--- config.mk ---
export PLATFORM = sky130hd
export DESIGN_NAME = cpu_sram_like_bridge
export DESIGN_NICKNAME = d
export VERILOG_FILES = /design/src/rtl/cpu_sram_like_bridge_pkg.sv /design/src/rtl/bridge_req_mux.sv /design/src/rtl/cpu_sram_like_bridge.sv
export SDC_FILE = /design/constraint.sdc
export NUM_CORES = 1
export LEC_CHECK = 0
export ABC_AREA = 1
export ABC_CLOCK_PERIOD_IN_PS = 1400
export BUFFER_PORTS_ARGS = -buffer_cell sky130_fd_sc_hd__buf_2
export CAP_MARGIN = 20
export CORE_MARGIN = 2
export CORE_UTILIZATION = 46
export CTS_CLUSTER_SIZE = 8
export DETAILED_ROUTE_END_ITERATION = 7
export GPL_TIMING_DRIVEN = 0
export PLACE_DENSITY = 0.79
export SKIP_LAST_GASP = 1
export SLEW_MARGIN = 40
export SYNTH_ARGS = -nofsm -noshare
export SYNTH_HDL_FRONTEND = slang
export SYNTH_SLANG_ARGS = --single-unit
--- constraint.sdc ---
create_clock -name clk -period 1.4 [get_ports clk]
set_input_delay 0.07 -clock clk [delete_from_list [all_inputs] [get_ports clk]]
set_output_delay 0.07 -clock clk [all_outputs]
set_load 0.05 [all_outputs]
--- src/rtl/cpu_sram_like_bridge_pkg.sv ---
// Shared types for the cpu_sram_like_bridge slice: FSM state encoding, bus size codes
// and the byte-strobe to transfer-size mapping.
package cpu_sram_like_bridge_pkg;

    typedef enum logic [2:0] {
        ST_IDLE   = 3'd0,
        ST_D_REQ  = 3'd1,
        ST_D_WAIT = 3'd2,
        ST_I_REQ  = 3'd3,
        ST_I_WAIT = 3'd4,
        ST_DONE   = 3'd5
    } state_t;

    localparam logic [1:0] SZ_BYTE = 2'd0;
    localparam logic [1:0] SZ_HALF = 2'd1;
    localparam logic [1:0] SZ_WORD = 2'd2;

    localparam int POSTED_MAX_DEFAULT = 3;

    // Irregular strobe patterns fall back to a word access carrying the raw strobes.
    function automatic logic [1:0] wen_to_size(input logic [3:0] wen);
        logic [1:0] size;
        case (wen)
            4'b0011, 4'b1100:                   size = SZ_HALF;
            4'b0001, 4'b0010, 4'b0100, 4'b1000: size = SZ_BYTE;
            default:                            size = SZ_WORD;
        endcase
        return size;
    endfunction

endpackage

--- src/rtl/bridge_req_mux.sv ---
// Combinational request-field selection for the shared bus: data access vs fetch,
// with size/strobe derivation. All fields are forced to zero when no request is active.
module bridge_req_mux
    import cpu_sram_like_bridge_pkg::*;
(
    input  logic        active,
    input  logic        sel_data,
    input  logic [3:0]  data_wen,
    input  logic [31:0] data_addr,
    input  logic [31:0] data_wdata,
    input  logic [31:0] inst_addr,
    output logic        bus_wr,
    output logic [1:0]  bus_size,
    output logic [3:0]  bus_wstrb,
    output logic [31:0] bus_addr,
    output logic [31:0] bus_wdata
);

    always_comb begin
        bus_wr    = 1'b0;
        bus_size  = SZ_BYTE;
        bus_wstrb = 4'b0000;
        bus_addr  = 32'd0;
        bus_wdata = 32'd0;
        if (active) begin
            if (sel_data) begin
                bus_addr = data_addr;
                bus_size = SZ_WORD;
                if (data_wen != 4'b0000) begin
                    bus_wr    = 1'b1;
                    bus_size  = wen_to_size(data_wen);
                    bus_wstrb = data_wen;
                    bus_wdata = data_wdata;
                end
            end else begin
                bus_addr = inst_addr;
                bus_size = SZ_WORD;
            end
        end
    end

endmodule

--- src/rtl/cpu_sram_like_bridge.sv ---
// Serialises the core's fetch and data sram ports onto one sram-like bus, data first.
// Optional macro BRIDGE_POSTED_WRITE_EN: data writes complete on addr_ok (posted).
module cpu_sram_like_bridge
    import cpu_sram_like_bridge_pkg::*;
#(
    parameter int POSTED_MAX = POSTED_MAX_DEFAULT
) (
    input  logic        clk,
    input  logic        rst,
    input  logic        inst_sram_en,
    input  logic [3:0]  inst_sram_wen,
    input  logic [31:0] inst_sram_addr,
    input  logic [31:0] inst_sram_wdata,
    output logic [31:0] inst_sram_rdata,
    input  logic        data_sram_en,
    input  logic [3:0]  data_sram_wen,
    input  logic [31:0] data_sram_addr,
    input  logic [31:0] data_sram_wdata,
    output logic [31:0] data_sram_rdata,
    output logic        stall_req,
    output logic        bus_req,
    output logic        bus_wr,
    output logic [1:0]  bus_size,
    output logic [3:0]  bus_wstrb,
    output logic [31:0] bus_addr,
    output logic [31:0] bus_wdata,
    input  logic        bus_addr_ok,
    input  logic        bus_data_ok,
    input  logic [31:0] bus_rdata
);

    state_t      state_reg, state_next;
    logic        i_en_reg;
    logic [31:0] i_addr_reg;
    logic [3:0]  d_wen_reg;
    logic [31:0] d_addr_reg;
    logic [31:0] d_wdata_reg;
    logic [31:0] inst_rdata_reg;
    logic [31:0] data_rdata_reg;

    logic        capture;
    logic        d_is_write;
    logic        req;
    logic        sel_data;
    logic        d_blocked;
    logic        i_blocked;

    // Fetch port write fields are never used: fetch is read-only.
    logic        unused_inst_fields;
    assign unused_inst_fields = ^{inst_sram_wen, inst_sram_wdata};

    assign capture    = (state_reg == ST_IDLE) || (state_reg == ST_DONE);
    assign d_is_write = (d_wen_reg != 4'b0000);

`ifdef BRIDGE_POSTED_WRITE_EN
    logic [1:0] posted_reg, posted_next;
    logic       posted_inc, posted_dec;

    // Reads wait for all posted acks so every data_ok in a WAIT state is unambiguous.
    assign d_blocked  = d_is_write ? (posted_reg == 2'(POSTED_MAX)) : (posted_reg != 2'd0);
    assign i_blocked  = (posted_reg != 2'd0);
    assign posted_dec = bus_data_ok && (posted_reg != 2'd0) &&
                        (state_reg != ST_D_WAIT) && (state_reg != ST_I_WAIT);

    always_comb begin
        posted_next = posted_reg;
        case ({posted_inc, posted_dec})
            2'b10:   posted_next = posted_reg + 2'd1;
            2'b01:   posted_next = posted_reg - 2'd1;
            default: posted_next = posted_reg;
        endcase
    end

    always_ff @(posedge clk) begin
        if (rst) begin
            posted_reg <= 2'd0;
        end else begin
            posted_reg <= posted_next;
        end
    end
`else
    localparam int unused_posted_max = POSTED_MAX;
    assign d_blocked = 1'b0;
    assign i_blocked = 1'b0;
`endif

    always_comb begin
        state_next = state_reg;
        req        = 1'b0;
        sel_data   = 1'b0;
`ifdef BRIDGE_POSTED_WRITE_EN
        posted_inc = 1'b0;
`endif
        case (state_reg)
            ST_IDLE, ST_DONE: begin
                if (data_sram_en) begin
                    state_next = ST_D_REQ;
                end else if (inst_sram_en) begin
                    state_next = ST_I_REQ;
                end else begin
                    state_next = ST_IDLE;
                end
            end
            ST_D_REQ: begin
                sel_data = 1'b1;
                req      = !d_blocked;
                if (req && bus_addr_ok) begin
`ifdef BRIDGE_POSTED_WRITE_EN
                    if (d_is_write) begin
                        posted_inc = 1'b1;
                        state_next = i_en_reg ? ST_I_REQ : ST_DONE;
                    end else begin
                        state_next = ST_D_WAIT;
                    end
`else
                    state_next = ST_D_WAIT;
`endif
                end
            end
            ST_D_WAIT: begin
                if (bus_data_ok) begin
                    state_next = i_en_reg ? ST_I_REQ : ST_DONE;
                end
            end
            ST_I_REQ: begin
                req = !i_blocked;
                if (req && bus_addr_ok) begin
                    state_next = ST_I_WAIT;
                end
            end
            ST_I_WAIT: begin
                if (bus_data_ok) begin
                    state_next = ST_DONE;
                end
            end
            default: state_next = ST_IDLE;
        endcase
    end

    always_ff @(posedge clk) begin
        if (rst) begin
            state_reg      <= ST_IDLE;
            i_en_reg       <= 1'b0;
            i_addr_reg     <= 32'd0;
            d_wen_reg      <= 4'd0;
            d_addr_reg     <= 32'd0;
            d_wdata_reg    <= 32'd0;
            inst_rdata_reg <= 32'd0;
            data_rdata_reg <= 32'd0;
        end else begin
            state_reg <= state_next;
            // The core holds its ports while stalled, so sampling only here is sufficient.
            if (capture) begin
                i_en_reg    <= inst_sram_en;
                i_addr_reg  <= inst_sram_addr;
                d_wen_reg   <= data_sram_wen;
                d_addr_reg  <= data_sram_addr;
                d_wdata_reg <= data_sram_wdata;
            end
            if ((state_reg == ST_D_WAIT) && bus_data_ok && !d_is_write) begin
                data_rdata_reg <= bus_rdata;
            end
            if ((state_reg == ST_I_WAIT) && bus_data_ok) begin
                inst_rdata_reg <= bus_rdata;
            end
        end
    end

    bridge_req_mux u_req_mux (
        .active     (req),
        .sel_data   (sel_data),
        .data_wen   (d_wen_reg),
        .data_addr  (d_addr_reg),
        .data_wdata (d_wdata_reg),
        .inst_addr  (i_addr_reg),
        .bus_wr     (bus_wr),
        .bus_size   (bus_size),
        .bus_wstrb  (bus_wstrb),
        .bus_addr   (bus_addr),
        .bus_wdata  (bus_wdata)
    );

    assign bus_req         = req;
    assign stall_req       = capture ? (inst_sram_en | data_sram_en) : 1'b1;
    assign inst_sram_rdata = inst_rdata_reg;
    assign data_sram_rdata = data_rdata_reg;

endmodule
==> flow_summary.json, run 1 <==
{
  "status": "did not finish",
  "lastStage": "global routing",
  "error_line": "[ERROR DPL-0038] Utilization greater than 100%, impossible to legalize",
  "start_util_pct": 47.3,
  "synth_warnings": 0,
  "syn_area_per_cell_um2": 7.48,
  "grt_max_degree": 17,
  "h-tree-depth": 4,
  "synth_xor_area_share_pct": 0,
  "endpoint_type": "top-level output",
  "yosys.area_share.adder_pct": 0,
  "dp_slack_ns": -0.484,
  "netlist_instances": 882,
  "die_w_um": 124,
  "synth.area.top_cells": "dfxtp_1, a21oi_1, o21ai_0",
  "synthSimpleGateAreaFrac_pct": 10.2,
  "clock-root-buffer": "clkbuf_16",
  "synth_top_cell_by_area": "dfxtp_1",
  "synth_cell_types": 23,
  "ys_seq_area_share_pct": 51.0,
  "io_pins": 311,
  "ys_ff_latch": 168,
  "synth.area.mux_share_pct": 0,
  "synth_top_family_by_area": "compound AO/OA/AOI/OAI gates",
  "die_h_um": 124,
  "dp_hpwl_um": 15600,
  "numCtsBuffers": 17,
  "portBuffers": 274,
  "syn-cell-area_mm2": 0.00660,
  "clockBufferDepth": 2,
  "fp-row-count": 43,
  "worstEndpointGrtRepair": "bus_addr[4]",
  "cts_sinks": 168,
  "syn_nets": 1056,
  "place_congestion": 0.837,
  "yosysTopAreaCellShare_pct": 51.0,
  "synth_compound_area_share_pct": 26.3
}
-- through the flow --
stage	cell area, um^2	utilization (%)	TNS (ns)	cells	hold WS [ns]
2_1_floorplan	7440	-	-2.83	882	0.139
3_3_place_gp	9030	64.8	-36.96	1336	0.273
3_5_place_dp	9030	64.8	-40.28	1336	0.272
4_1_cts	12600	90.1	-43.47	1546	0.0292
-- synth_stat cells --
| cell type | number |
|---|---|
| buf_2 | 17 |
| nand2_2 | 1 |
| nor2_2 | 1 |
| nand3_2 | 3 |
| buf_6 | 2 |
| a31oi_1 | 1 |
| o22ai_1 | 32 |
| buf_4 | 2 |
| dfxtp_1 | 168 |
| nand3_1 | 4 |
| nand2_1 | 51 |
| a221oi_1 | 1 |
| a211oi_1 | 1 |
| a21oi_1 | 136 |
| inv_2 | 5 |
| clkbuf_1 | 44 |
| inv_1 | 137 |
| nand2_4 | 1 |
| nor2_1 | 109 |
| o21ai_0 | 126 |
| inv_4 | 1 |
| o21ai_1 | 38 |
| o211ai_1 | 1 |
-- kinds of logic after synthesis --
family | after synthesis
buffers and inverters | 208
AO/OA/AOI/OAI | 336
flip-flops | 168
AND/OR/NAND/NOR | 170
-- timing repair --
item | 4_1_cts
hold buffers | 134
setup endpoints to repair | 237
pin swaps | 30
gates cloned | 19
setup buffers | 25
endpoints found under the hold margin | 166
resized for setup | 313
==> inputs of run 2 (changes only) <==
CORE_UTILIZATION = 40   (was 46)
CTS_CLUSTER_SIZE = unset   (was 8)
PLACE_DENSITY = unset   (was 0.79)
PLACE_DENSITY_LB_ADDON = 0.15   (was unset)
==> flow_summary.json, run 2 <==
{
  "synth_cell_types": 23,
  "avgRoutedWirePerCell_um": 20.2,
  "drive_above_1_share_pct": 48.2,
  "grt_pass1_wl_um": 42800,
  "antenna_found_initial": 2,
  "crit_top_cell": "buf_12",
  "p_seq_share_pct": 21.3,
  "syn-cell-area_mm2": 0.00660,
  "synth_top_cell_by_area": "dfxtp_1",
  "drtIter0Drc": 505,
  "setup_ws_ns": -0.447,
  "ys_ff_latch": 168,
  "slew_violations": 0,
  "routed_wl_um": 32300,
  "synth.area.top_cells": "dfxtp_1, a21oi_1, o21ai_0",
  "core-area_mm2": 0.0160,
  "netlist_instances": 882,
  "syn_area_per_cell_um2": 7.48,
  "syn_nets": 1056,
  "p_switching_mw": 16.2,
  "grt_max_degree": 17,
  "rsz0062_at_grt": "true",
  "share_comb_of_total_power_pct": 65.8,
  "dpl_cell_area_mm2": 0.00908,
  "layout_common_cells": "buf_2, dfxtp_1, dlygate4sd3_1",
  "maxSlewHeadroom_pct": 27.9,
  "maxCapViolations": 0,
  "yosysTopAreaCellShare_pct": 51.0,
  "power.density_mw_per_mm2": 2570,
  "hold_viol": 0,
  "power_leakage_nw": 5.67,
  "tightest_slew_ns": 1.08,
  "cp_max_fo": 6,
  "portBuffers": 274,
  "fmax_mhz": 541,
  "cp.required_ns": 1.71,
  "slowest_stage": "dfxtp_4",
  "yosys-top-cells-count": "dfxtp_1, inv_1, a21oi_1",
  "intPower_mw": 19.3,
  "finalCoreUtilization_pct": 86.2,
  "die_h_um": 132,
  "async_flop_share_pct": 0,
  "min_period_ns": 1.85,
  "min_path_type": "in2reg",
  "startpoint_type": "flip-flop",
  "clockBufferDepth": 2,
  "path_class": "reg2reg",
  "synth.most_common_cell": "dfxtp_1",
  "place_congestion": 0.832,
  "ant_nets": 0,
  "cp_data_arrival_time_ns": 2.15,
  "layout.nets": 1543,
  "final_common_cell": "buf_2",
  "clock_latency_ns": 0.43,
  "finalClockSkew_ns": 0.0149,
  "clock-root-buffer": "clkbuf_16",
  "setup_violations": 206,
  "clk_pin_slew_ns": 0.07,
  "stdcell_area_mm2": 0.0138,
  "ys_seq_area_share_pct": 51.0,
  "power_mw": 35.4,
  "crit_chain": "inv_6 > buf_4 > nand3_2 > nand2_4 > inv_8 > buf_12 > buf_12 > buf_12 > bufbuf_16 > nor2_2 > nor2_1",
  "cts_sinks": 168,
  "grt_pass1_vias": 8277,
  "die-area_mm2": 0.0175,
  "fp-row-count": 46,
  "dp_slack_ns": -0.548,
  "status": "complete, but fails checks",
  "overflow": 0,
  "cpPeakStageDelay_ns": 0.39,
  "vdd_drop_max_mv": 1.59,
  "vias_per_cell": 5.30,
  "syn_to_final_growth_pct": 109,
  "power_switching_share_pct": 45.6,
  "synth_edf_count": 0,
  "die_w_um": 132,
  "setup_tns_ns": -46.26,
  "via_count": 8465,
  "io_pins": 311,
  "pwr-share-clk_pct": 12.9,
  "h-tree-depth": 4,
  "first_pass_iters": 5,
  "synth_warnings": 0,
  "start_util_pct": 41.2,
  "grtUsageTotal_pct": 30.4,
  "numCtsBuffers": 17,
  "cts_tree": "done",
  "crit_path_end_kind": "flip-flop",
  "fin_crit_sh_pct": 132,
  "synth_ff_type": "dfxtp_1",
  "dp_hpwl_um": 15400,
  "route.detailed.drc": 0,
  "violations": "setup timing"
}
[run 2: routing by layer]
layer,vias to the layer above,global-route usage [%],wire [um]
li1,3853,-,-
met1,4021,35.6,11900
met2,456,54.4,16700
met3,133,6.40,2020
met4,2,11.8,1690
met5,-,0,11
[run 2: worst paths after layout]
path | slack, ns | start | endpoint | cells past startpoint
worst max-delay path | -0.45 | state_reg[1]$_SDFFE_PP0P_ | d_wdata_reg[10]$_SDFFE_PP0P_ | 11
worst max register to register | -0.45 | state_reg[1]$_SDFFE_PP0P_ | d_wdata_reg[10]$_SDFFE_PP0P_ | 11
worst min-delay path | 0.08 | bus_addr_ok | state_reg[2]$_SDFFE_PP0P_ | 6
worst min register to register | 0.44 | data_sram_rdata[8]$_SDFFE_PP0P_ | data_sram_rdata[8]$_SDFFE_PP0P_ | 2
[run 2: layout make-up]
| cell class | count | area, um^2 |
|---|---|---|
| clock inverter | 7 | 97.6 |
| buffer | 63 | 793 |
| antenna | 2 | 5.00 |
| sequential | 168 | 3380 |
| clock buffer | 22 | 454 |
| timing repair buffer | 468 | 4200 |
| fill | 805 | 2200 |
| multi-input combinational | 508 | 4040 |
| inverter | 143 | 562 |
| tap | 216 | 270 |
[run 2: cell families after synthesis]
family | count (synthesis) | share of synthesized area [%]
AO/OA/AOI/OAI | 336 | 26.3
AND/OR/NAND/NOR | 170 | 10.2
flip-flops | 168 | 51.0
buffers and inverters | 208 | 12.5
[run 2: power groups by stage]
| stage | sequential, mW | clock (mW) | combinational [mW] |
|---|---|---|---|
| 6_report | 7.55 | 4.56 | 23.3 |
| 5_1_grt | 7.69 | 4.78 | 24.2 |
| 4_1_cts | 7.19 | 4.56 | 18.8 |
| 3_5_place_dp | 7.22 | 0 | 12.5 |
| 3_3_place_gp | 7.17 | 0 | 12.4 |
| 2_1_floorplan | 7.88 | 0 | 9.14 |
[run 2: repair_timing]
item                                    CTS  global route
endpoints found under the setup margin  237           239
pin swaps                                40            22
gates resized for setup                 331           282
cloned                                   18             8
hold buffers                            134             0
endpoints found under the hold margin   166             0
setup buffers                            29             8
[run 2: critical path: cells and delay by family (launching register included)]
kind,cells,cell delay (ns)
buf+inv,7,0.89
flops,1,0.39
simple gates,4,0.44
[run 2: metrics by stage]
step / std cells / hold WS [ns]
finish: 1597 / 0.0786
floorplan: 882 / 0.139
global route: 1596 / 0.0832
CTS: 1581 / 0.0290
detailed placement: 1372 / 0.270
global placement: 1372 / 0.271
Note: power is estimated with default switching activity, not from simulation.
==> inputs of run 3 (changes only) <==
CORE_UTILIZATION = 45   (was 40)
CTS_BUF_LIST = sky130_fd_sc_hd__clkbuf_4   (was unset)
RECOVER_POWER = 50   (was unset)
==> flow_summary.json, run 3 (synthesized netlist as in run 2, its figures left out) <==
{
  "layout_common_cells": "buf_2, dfxtp_1, dlygate4sd3_1",
  "tightest_slew_ns": 0.601,
  "fmax_mhz": 500,
  "maxCapViolations": 0,
  "clock_latency_ns": 0.63,
  "syn_to_final_growth_pct": 93.4,
  "vias_per_cell": 5.42,
  "die_w_um": 125,
  "first_pass_iters": 5,
  "clock-root-buffer": "clkbuf_4",
  "cp_max_fo": 5,
  "clockBufferDepth": 2,
  "setup_violations": 241,
  "rsz0062_at_grt": "true",
  "setup_ws_ns": -0.599,
  "ant_nets": 0,
  "power.density_mw_per_mm2": 2450,
  "crit_chain": "nand3_4 > buf_12 > clkbuf_16 > o22ai_4 > buf_6",
  "die_h_um": 125,
  "cpPeakStageDelay_ns": 0.45,
  "slowest_stage": "dfxtp_4",
  "startpoint_type": "flip-flop",
  "h-tree-depth": 4,
  "fillers": 714,
  "path_class": "reg2out",
  "drive_above_1_share_pct": 38.6,
  "hold_viol": 0,
  "start_util_pct": 45.7,
  "layout.nets": 1553,
  "antenna_found_initial": 2,
  "grt_util_met1_pct": 39.3,
  "gr-usage-met3_pct": 8.86,
  "crit_path_end_kind": "primary output",
  "busiest_layer": "met2",
  "fp-row-count": 44,
  "via_count": 8565,
  "finalClockSkew_ns": 0.0332,
  "grtUsageTotal_pct": 37.5,
  "timing.hold.ws_ns": 0.120,
  "vdd_drop_max_mv": 1.62,
  "die-area_mm2": 0.0156,
  "setup_tns_ns": -79.69,
  "dp.cells": 1340,
  "core-area_mm2": 0.0144,
  "cp.required_ns": 1.33,
  "overflow": 0,
  "met2_usage_pct": 69.1,
  "portBuffers": 274,
  "avgRoutedWirePerCell_um": 19.5,
  "worst-path-buf-inv": 3,
  "route.detailed.drc": 0,
  "grt_max_degree": 17,
  "violations": "setup timing",
  "maxSlewHeadroom_pct": 59.9,
  "dp_hpwl_um": 15400,
  "grt_pass1_vias": 8789,
  "min_path_type": "in2reg",
  "cts_tree": "done",
  "place_congestion": 0.886,
  "drtIter0Drc": 599,
  "io_pins": 311,
  "fin_crit_sh_pct": 143,
  "stdcell_count": 1579,
  "status": "complete, but fails checks",
  "grt_pass1_wl_um": 46300,
  "cp_data_arrival_time_ns": 1.93,
  "final_common_cell": "buf_2",
  "power_leakage_nw": 5.42,
  "routed_wl_um": 30800,
  "slew_violations": 0,
  "numCtsBuffers": 17,
  "min_period_ns": 2.00,
  "cts_sinks": 168,
  "clk_pin_slew_ns": 0.14,
  "cp_top_family": "buffers and inverters"
}
[run 3: worst min-delay path, delay by kind of cell]
kind	cells	cell delay, ns
buffers and inverters	3	0.44
AO/OA/AOI/OAI	2	0.18
[run 3: final cells by class]
type / instances / area (um^2) / share of cell area (%)
multi-input cells: 509 / 3350 / 26.2
repair buffers: 476 / 4130 / 32.3
plain buffers: 64 / 791 / 6.20
clock buffers: 23 / 173 / 1.35
inverters: 143 / 559 / 4.38
well taps: 184 / 230 / 1.80
flip-flops and latches: 168 / 3380 / 26.5
clock inverters: 9 / 149 / 1.17
diodes: 3 / 7.51 / 0.0588
[run 3: path summary, 6_finish.rpt]
path	to	slack, ns	from	cells after the start
setup reg to reg	d_addr_reg[12]$_SDFFE_PP0P_	-0.43	state_reg[0]$_SDFFE_PP0P_	10
hold reg to reg	inst_sram_rdata[2]$_SDFFE_PP0P_	0.45	inst_sram_rdata[2]$_SDFFE_PP0P_	2
setup / recovery	bus_addr[20]	-0.60	state_reg[0]$_SDFFE_PP0P_	5
hold / removal	d_addr_reg[21]$_SDFFE_PP0P_	0.12	rst	5
[run 3: repair_timing]
action	in CTS	in global routing
gates resized for setup	310	82
buffers inserted	33	9
endpoints found under the hold margin	168	0
gates cloned	22	4
pin swaps	17	6
endpoints found under the setup margin	236	241
hold buffers	137	0
[run 3: through the flow]
step | area [um^2] | worst slack [ns] | total power, mW | util, %
after floorplan | 7440 | -0.112 | 17.0 | -
after global placement | 9040 | -0.499 | 19.5 | 62.7
after detailed placement | 9040 | -0.479 | 19.7 | 62.7
after CTS | 12500 | -0.599 | 29.5 | 86.7
after global routing | 12800 | -0.628 | 32.4 | 88.5
final | 12800 | -0.599 | 31.2 | 88.5
[run 3: per-layer routing]
layer / routed length [um] / share of wire (%)
met3: 2240 / 7.3
met2: 16000 / 52
met4: 1650 / 5.4
met5: 0 / 0
met1: 11000 / 36
[run 3: power breakdown]
part           internal (mW)  total [mW]  switching, mW
clock network           1.53        3.30           1.77
logic                   8.92        20.6           11.6
registers               6.55        7.39          0.840
total                   17.0        31.2           14.3
==> inputs of run 4 (changes only) <==
CTS_BUF_LIST = unset   (was sky130_fd_sc_hd__clkbuf_4)
==> flow_summary.json, run 4 (synthesized netlist as in run 2, its figures left out) <==
{
  "violations": "setup timing",
  "hold_viol": 0,
  "routed_wl_um": 42100,
  "vdd_drop_max_mv": 1.92,
  "maxSlewHeadroom_pct": 24.8,
  "via_count": 9908,
  "setup_violations": 240,
  "clock-root-buffer": "clkbuf_16",
  "fp-row-count": 44,
  "start_util_pct": 45.7,
  "dp_slack_ns": -0.479,
  "h-tree-depth": 4,
  "regArea_mm2": 0.00338,
  "ant_nets": 0,
  "grt_max_degree": 17,
  "cp.required_ns": 1.33,
  "timing.hold.ws_ns": 0.0987,
  "cts_sinks": 168,
  "slew_violations": 0,
  "multi_input_area_mm2": 0.00425,
  "dp_hpwl_um": 15400,
  "drtIter0Drc": 1077,
  "fmax_mhz": 519,
  "place_congestion": 0.886,
  "grtUsageTotal_pct": 33.9,
  "cp_data_arrival_time_ns": 1.86,
  "share_comb_of_total_power_pct": 65.1,
  "dp.cells": 1340,
  "final_common_cell": "buf_2",
  "fillers": 326,
  "die_h_um": 125,
  "maxCapViolations": 0,
  "antenna_found_initial": 0,
  "setup_ws_ns": -0.527,
  "tightest_slew_ns": 1.13,
  "clockBufferDepth": 2,
  "avgRoutedWirePerCell_um": 26.9,
  "grt_pass1_wl_um": 42300,
  "antenna_cells": 0,
  "drive_above_1_share_pct": 49.6,
  "power_switching_share_pct": 48.2,
  "vias_per_cell": 6.34,
  "intPower_mw": 19.1,
  "fin_crit_sh_pct": 138,
  "clock_latency_ns": 0.45,
  "overflow": 0,
  "grt_pass1_vias": 8293,
  "io_pins": 311,
  "numCtsBuffers": 17,
  "die_w_um": 125,
  "power_leakage_nw": 5.57,
  "finalClockSkew_ns": 0.0127,
  "startpoint_type": "flip-flop",
  "syn_to_final_growth_pct": 110,
  "first_pass_iters": 6,
  "setup_tns_ns": -61.43,
  "cp_max_fo": 7,
  "crit_path_end_kind": "primary output",
  "min_period_ns": 1.93,
  "portBuffers": 274,
  "power_mw": 36.9,
  "cts_tree": "done",
  "layout_common_cells": "buf_2, dfxtp_1, dlygate4sd3_1",
  "pwr-share-clk_pct": 14.0,
  "min_path_type": "in2reg",
  "die-area_mm2": 0.0156,
  "core-area_mm2": 0.0144,
  "clk_pin_slew_ns": 0.07,
  "status": "complete, but fails checks",
  "p_seq_share_pct": 20.8,
  "route.detailed.drc": 0,
  "rsz0062_at_grt": "true",
  "path_class": "reg2out",
  "stdcell_count": 1562,
  "p_switching_mw": 17.8,
  "layout.nets": 1539,
  "power.density_mw_per_mm2": 2670
}
## run 4: cell type report
class / instances / share of cell area, %
plain buffers: 63 / 5.72
clock buffers: 25 / 3.44
clock inverters: 7 / 1.02
inverters: 143 / 4.13
multi-input cells: 510 / 30.7
flip-flops and latches: 168 / 24.4
well taps: 184 / 1.66
repair buffers: 461 / 28.8
repair inverters: 1 / 0.118
## run 4: critical path, stage by stage, from the launching register on
cell and delay, ns:
dfxtp_4 0.47, nand3_4 0.22, clkbuf_8 0.26, o22ai_4 0.23
buf_6 0.21
## run 4: layer usage
metal  global-route usage (%)  vias up  share of wire (%)
met2                     60.6     1039                 47
met3                     7.79      422                 10
met5                        0        -                  0
met1                     37.4     4598                 31
met4                     17.6        0                 12
li1                         -     3849                  -
## run 4: per-stage QoR
step / cell area (um^2) / utilization [%]
finish: 13800 / 95.9
global route: 13800 / 95.9
CTS: 11900 / 82.7
detailed placement: 9040 / 62.7
global placement: 9040 / 62.7
floorplan: 7440 / -
## run 4: power by group through the flow
stage | sequential (mW) | combinational, mW | clock, mW
2_1_floorplan | 7.88 | 9.14 | 0
3_3_place_gp | 7.17 | 12.3 | 0
3_5_place_dp | 7.23 | 12.5 | 0
4_1_cts | 7.25 | 15.0 | 5.01
5_1_grt | 7.74 | 24.6 | 5.31
6_report | 7.69 | 24.0 | 5.18
## run 4: timing repair
action	in CTS	in global routing
setup endpoints to repair	235	240
pin swaps	17	79
setup buffers	13	13
gates resized for setup	202	484
hold buffers	134	0
hold endpoints to repair	166	0
gates cloned	10	22
## run 4: worst paths after layout
check	start	to	slack [ns]	depth (start not counted)
hold reg to reg	data_sram_rdata[30]$_SDFFE_PP0P_	data_sram_rdata[30]$_SDFFE_PP0P_	0.46	2
setup / recovery	state_reg[0]$_SDFFE_PP0P_	bus_addr[9]	-0.53	4
hold / removal	bus_addr_ok	state_reg[1]$_SDFFE_PP0P_	0.1	6
setup reg to reg	state_reg[0]$_SDFFE_PP0P_	i_addr_reg[29]$_SDFFE_PP0P_	-0.41	9
